**config.mk**
```make
export PLATFORM = sky130hd
export DESIGN_NAME = load_select
export DESIGN_NICKNAME = d
export VERILOG_FILES = /design/src/rtl/load_select_pkg.sv /design/src/rtl/ls_timeout_ctr.sv /design/src/rtl/load_select.sv
export SDC_FILE = /design/constraint.sdc
export NUM_CORES = 1
export LEC_CHECK = 0
export BUFFER_PORTS_ARGS = -buffer_cell sky130_fd_sc_hd__buf_2
export CAP_MARGIN = 30
export CORE_UTILIZATION = 44
export CTS_BUF_LIST = sky130_fd_sc_hd__clkbuf_8
export DETAILED_ROUTE_END_ITERATION = 10
export PLACE_DENSITY_LB_ADDON = 0.2
export SYNTH_ARGS = -nofsm -noshare
export SYNTH_HDL_FRONTEND = slang
export SYNTH_HIERARCHICAL = 1
export SYNTH_SLANG_ARGS = --single-unit
```
**constraint.sdc**
```tcl
create_clock -name clk -period 2.75 [get_ports clk]
set_input_delay 0.1375 -clock clk [delete_from_list [all_inputs] [get_ports clk]]
set_output_delay 0.1375 -clock clk [all_outputs]
set_load 0.005 [all_outputs]
```
**src/rtl/load_select_pkg.sv**
```systemverilog
// Shared load/store address map, FSM state and decode-target types for the MEM stage.
// The optional Ethernet wait timeout is enabled with the LOAD_SELECT_TIMEOUT_EN macro.
package load_select_pkg;

   // Load-side peripheral offsets (addr[11:0], only meaningful with addr[11]=1)
   localparam logic [11:0] ADDR_SW     = 12'h808;
   localparam logic [11:0] ADDR_TIMER  = 12'h810;
   localparam logic [11:0] ADDR_ETH_RX = 12'h820;

   // Store-side targets; these read back as unmapped on the load path
   localparam logic [11:0] ADDR_LED    = 12'h804;
   localparam logic [11:0] ADDR_ETH_TX = 12'h824;

   typedef enum logic [1:0] {
      ST_IDLE      = 2'd0,
      ST_DMEM_WAIT = 2'd1,
      ST_ETH_WAIT  = 2'd2,
      ST_RESP      = 2'd3
   } ls_state_t;

   typedef enum logic [2:0] {
      TGT_DMEM     = 3'd0,
      TGT_SW       = 3'd1,
      TGT_TIMER    = 3'd2,
      TGT_ETH      = 3'd3,
      TGT_UNMAPPED = 3'd4
   } ls_target_t;

   function automatic ls_target_t decode_load(input logic [31:0] a);
      ls_target_t t;
      if (a[11] == 1'b0) begin
         t = TGT_DMEM;
      end else begin
         case (a[11:0])
            ADDR_SW:     t = TGT_SW;
            ADDR_TIMER:  t = TGT_TIMER;
            ADDR_ETH_RX: t = TGT_ETH;
            default:     t = TGT_UNMAPPED;
         endcase
      end
      return t;
   endfunction

endpackage

```
**src/rtl/ls_timeout_ctr.sv**
```systemverilog
// Clear/enable/expire cycle counter bounding the Ethernet receive wait.
// expire is high in the LIMIT-th consecutive enabled cycle after a clear.
module ls_timeout_ctr #(
   parameter int LIMIT = 255
) (
   input  logic clk,
   input  logic rst_n,
   input  logic clr,
   input  logic en,
   output logic expire
);

   localparam int W = (LIMIT < 2) ? 1 : $clog2(LIMIT);
   localparam logic [W-1:0] LAST = W'(LIMIT - 1);

   logic [W-1:0] cnt_r;

   // Count enabled cycles, saturating at the expiry value
   always_ff @(posedge clk) begin
      if (!rst_n) begin
         cnt_r <= {W{1'b0}};
      end else if (clr) begin
         cnt_r <= {W{1'b0}};
      end else if (en && (cnt_r != LAST)) begin
         cnt_r <= cnt_r + {{(W-1){1'b0}}, 1'b1};
      end else begin
         cnt_r <= cnt_r;
      end
   end

   assign expire = en && (cnt_r == LAST);

endmodule

```
**src/rtl/load_select.sv**
```systemverilog
// MEM-stage load selector: decodes the address, returns DMEM/peripheral data and stalls until ready.
// Define LOAD_SELECT_TIMEOUT_EN to bound the Ethernet wait to TIMEOUT_CYCLES cycles.
module load_select
   import load_select_pkg::*;
#(
   parameter int          TIMEOUT_CYCLES = 255,
   parameter logic [31:0] ERR_DATA       = 32'h0000_0000
) (
   input  logic        clk,
   input  logic        rst_n,
   input  logic        re,
   input  logic [31:0] addr,
   input  logic [31:0] dmem_rdata,
   input  logic [15:0] sw_rdata,
   input  logic [31:0] timer_rdata,
   output logic        eth_req,
   input  logic        eth_ack,
   input  logic [31:0] eth_rdata,
   output logic [31:0] rdata,
   output logic        rvalid,
   output logic        stall,
   output logic        err
);

   ls_state_t   state_r, state_s;
   ls_target_t  tgt_s;
   logic [31:0] rdata_r, rdata_s;
   logic        rvalid_r, rvalid_s;
   logic        err_r, err_s;
   logic        eth_req_r;
   logic        ctr_clr_s;
   logic        timeout_s;

`ifdef LOAD_SELECT_TIMEOUT_EN
   ls_timeout_ctr #(
      .LIMIT (TIMEOUT_CYCLES)
   ) u_timeout (
      .clk    (clk),
      .rst_n  (rst_n),
      .clr    (ctr_clr_s),
      .en     (state_r == ST_ETH_WAIT),
      .expire (timeout_s)
   );
`else
   assign timeout_s = 1'b0;
`endif

   assign tgt_s = decode_load(addr);

   // Next state and next registered response; rvalid_s marks entry into RESP
   always_comb begin
      state_s   = state_r;
      rdata_s   = rdata_r;
      rvalid_s  = 1'b0;
      err_s     = 1'b0;
      ctr_clr_s = 1'b0;
      case (state_r)
         ST_IDLE: begin
            if (re) begin
               case (tgt_s)
                  TGT_DMEM: begin
                     state_s = ST_DMEM_WAIT;
                  end
                  TGT_ETH: begin
                     state_s   = ST_ETH_WAIT;
                     ctr_clr_s = 1'b1;
                  end
                  TGT_SW: begin
                     rdata_s  = {16'h0000, sw_rdata};
                     rvalid_s = 1'b1;
                     state_s  = ST_RESP;
                  end
                  TGT_TIMER: begin
                     rdata_s  = timer_rdata;
                     rvalid_s = 1'b1;
                     state_s  = ST_RESP;
                  end
                  default: begin
                     rdata_s  = ERR_DATA;
                     err_s    = 1'b1;
                     rvalid_s = 1'b1;
                     state_s  = ST_RESP;
                  end
               endcase
            end else begin
               state_s = ST_IDLE;
            end
         end
         ST_DMEM_WAIT: begin
            rdata_s  = dmem_rdata;
            rvalid_s = 1'b1;
            state_s  = ST_RESP;
         end
         ST_ETH_WAIT: begin
            // An ack in the expiry cycle still delivers its data
            if (eth_ack) begin
               rdata_s  = eth_rdata;
               rvalid_s = 1'b1;
               state_s  = ST_RESP;
            end else if (timeout_s) begin
               rdata_s  = ERR_DATA;
               err_s    = 1'b1;
               rvalid_s = 1'b1;
               state_s  = ST_RESP;
            end else begin
               state_s = ST_ETH_WAIT;
            end
         end
         ST_RESP: begin
            state_s = ST_IDLE;
         end
         default: begin
            state_s = ST_IDLE;
         end
      endcase
   end

   // State and registered outputs; reset discards any in-flight load
   always_ff @(posedge clk) begin
      if (!rst_n) begin
         state_r   <= ST_IDLE;
         rdata_r   <= 32'h0000_0000;
         rvalid_r  <= 1'b0;
         err_r     <= 1'b0;
         eth_req_r <= 1'b0;
      end else begin
         state_r   <= state_s;
         rdata_r   <= rdata_s;
         rvalid_r  <= rvalid_s;
         err_r     <= err_s;
         eth_req_r <= (state_s == ST_ETH_WAIT);
      end
   end

   assign rdata   = rdata_r;
   assign rvalid  = rvalid_r;
   assign err     = err_r;
   assign eth_req = eth_req_r;

   // Low in RESP so the load retires; masked during reset so a held re does not freeze the pipe
   assign stall = rst_n && (((state_r == ST_IDLE) && re) ||
                            (state_r == ST_DMEM_WAIT) ||
                            (state_r == ST_ETH_WAIT));

endmodule

```
==> impl_metrics.json <==
{
  "yosysWarnings": 6,
  "hold_ws_ps": 152,
  "relSlewSlack_pct": 53.2,
  "synth_area_um2": 2300,
  "ys_ff_latch": 37,
  "die_h_um": 74.3,
  "placeableCoreArea_um2": 4880,
  "tightest_slew_ps": 702,
  "status": "complete, no violations",
  "hold_depth": 3,
  "port-buffer-count": 163,
  "fin_crit_sh_pct": 84.9,
  "drv_cap": 0,
  "grt_overflow": 0,
  "initial_core_util_pct": 47.2,
  "nets": 581,
  "ff2ff_setup_slack_ps": 420,
  "syn_nets": 434,
  "avgSynthCellArea_um2": 8.16,
  "wl_um": 6950,
  "cp_data_required_time_ps": 2930,
  "clockBufferDepth": 2,
  "power_switching_w": 0.000468,
  "clk_latency_ps": 280,
  "die_width_um": 74.3,
  "grt_max_degree": 47,
  "fmax_ghz": 0.428,
  "ys_top_cells_by_area": "dfxtp_1, nand2_1, nand3_1",
  "ys_seq_area_share_pct": 32.2,
  "yosys.area.top_type": "dfxtp_1",
  "rows": 25,
  "via_count": 2692,
  "postSynthCellCount": 282,
  "die_area_um2": 5530,
  "p_per_area_nw_per_um2": 471,
  "final_common_cell": "buf_2",
  "switching_share_pct": 30.5,
  "setup_tns_ps": 0,
  "area_delta_synth_final_pct": 41.7,
  "end_kind": "register",
  "mostFrequentLayoutCells": "buf_2, nand2_1, dfxtp_1",
  "r2r-start": "state_r[0]",
  "p_comb_share_pct": 33.5,
  "dp_hpwl_um": 5180,
  "ys_types": 37,
  "hold_path_class": "in -> reg",
  "power_w": 0.00153,
  "arrival_ps": 2510,
  "numCtsBuffers": 5,
  "post_cts_buffers": 0,
  "grt_pass1_wl_um": 10500,
  "dpl_cell_area_um2": 3160,
  "drt_iter0_markers": 125,
  "p_leak_nw": 1.65,
  "cp_cell_sequence": "inv_1 -> ha_1 -> o21bai_1 -> a21oi_1 -> a21boi_4 -> buf_12 -> nand3_1 -> o211a_1",
  "tritoncts": "done",
  "place_congestion": 0.769,
  "crit_path_start_kind": "register",
  "rsz0062_at_grt": "no",
  "min-delay-start": "timer_rdata[31]",
  "slowest_stage": "a21boi_4",
  "fin_crit_ps": 2330,
  "cts_sinks": 37,
  "fin_skew_ps": 4.02,
  "yosysTopAreaCellShare_pct": 32.2,
  "nFillCells": 441,
  "cpPeakStageDelay_ps": 490,
  "ant_nets": 0,
  "clockRootBuffer": "clkbuf_8",
  "cp-startpoint": "state_r[0]",
  "drc": 0,
  "intPower_w": 0.00107,
  "grt_pass1_vias": 2465,
  "design_area_um2": 3260,
  "ff2ff_path_depth": 8,
  "antenna_found_initial": 0,
  "finalMaxSlewViolations": 0,
  "grt_usage_pct": 24.5,
  "cts-htree-levels": 2,
  "diodes": 0,
  "crit_fanout": 30,
  "drt-pass1-iter-count": 4,
  "post_cts_resized": 0,
  "drive_above_1_share_pct": 44.0,
  "worstSetupPathType": "reg -> reg",
  "io_pins": 184,
  "wl_per_cell_um": 14.0,
  "viasPerCell": 5.42,
  "p_clk_share_pct": 26.7,
  "ir_drop_mv": 0.320,
  "p_seq_share_pct": 39.8,
  "cts_hold_buf": 0,
  "clkTransAtPathRegs_ps": 70,
  "setup_viol": 0,
  "hold_viol_final": 0
}
## power by group through the flow
stage	clock, W	sequential, W	combinational, W
floorplan	0	0.000628	0.000298
CTS	0.000418	0.000612	0.000517
global placement	0	0.000622	0.000507
detailed placement	0	0.000623	0.000516
global route	0.000439	0.000617	0.000572
finish	0.000409	0.000611	0.000514
## layout make-up
cell class	instances	area, um^2	area share (%)
multi-input combinational	211	1420	43.7
sequential	37	741	22.7
clock buffer	7	96.3	2.95
tap	67	83.8	2.57
inverter	3	11.3	0.345
timing repair buffer	171	901	27.6
clock inverter	1	5.00	0.153
## per-stage QoR
step | util [%] | setup WS (ps) | cells
floorplan | - | 962 | 282
CTS | 66.8 | 425 | 497
global placement | 64.8 | 515 | 489
finish | 66.8 | 416 | 497
global route | 66.8 | 197 | 497
detailed placement | 64.8 | 463 | 489
## worst max-delay path, delay by kind of cell (launching register included)
| family | cells | cell delay (ps) |
|---|---|---|
| adders and majority gates | 1 | 450 |
| DFF | 1 | 330 |
| AOI/OAI and AO/OA | 4 | 1010 |
| and+or+nand+nor | 1 | 100 |
| buffers and inverters | 2 | 330 |
## registers in the layout, indices dropped and copies added (netlist names)
register,cells
err,1
eth_req,1
rdata,32
rvalid,1
state_r,2
## synth_stat cells
cell type / instances
a211oi_1: 1
a21boi_0: 1
a21boi_1: 1
a21oi_1: 3
a221oi_1: 16
a22o_1: 16
a22oi_1: 16
a311oi_1: 1
and2_1: 1
buf_1: 2
buf_2: 7
buf_4: 2
buf_6: 1
clkbuf_1: 19
dfxtp_1: 37
ha_1: 4
inv_1: 3
nand2_1: 49
nand2b_1: 1
nand3_1: 33
nand3b_1: 16
nor2_1: 4
nor2b_1: 2
nor3_1: 1
nor3_4: 1
nor4_4: 2
o211a_1: 15
o21a_1: 1
o21ai_0: 1
o21bai_1: 1
o22ai_1: 17
or2_1: 1
or2_2: 1
or3_4: 1
or3b_2: 2
or4b_4: 1
xnor2_1: 1
## routing by layer
layer	vias to the layer above	GRT usage, %	share of wire [%]
li1	1356	-	-
met4	0	6.29	0.66
met3	6	6.91	8.6
met1	1210	27.0	40
met2	120	46.0	50
met5	-	0	0
## path summary, 6_finish.rpt
check / end
hold reg to reg: rdata[10]
setup / recovery: rdata[28]
hold / removal: rdata[31]
setup reg to reg: rdata[28]
## kinds of logic after synthesis
kind of cell | after synthesis | share of synthesized area [%]
compound gates | 90 | 31.4
buf+inv | 34 | 6.58
simple gates | 116 | 27.3
fa+ha+maj | 4 | 2.17
flops | 37 | 32.2
xor+xnor | 1 | 0.381
No activity file was read; power rests on OpenSTA's default activity.
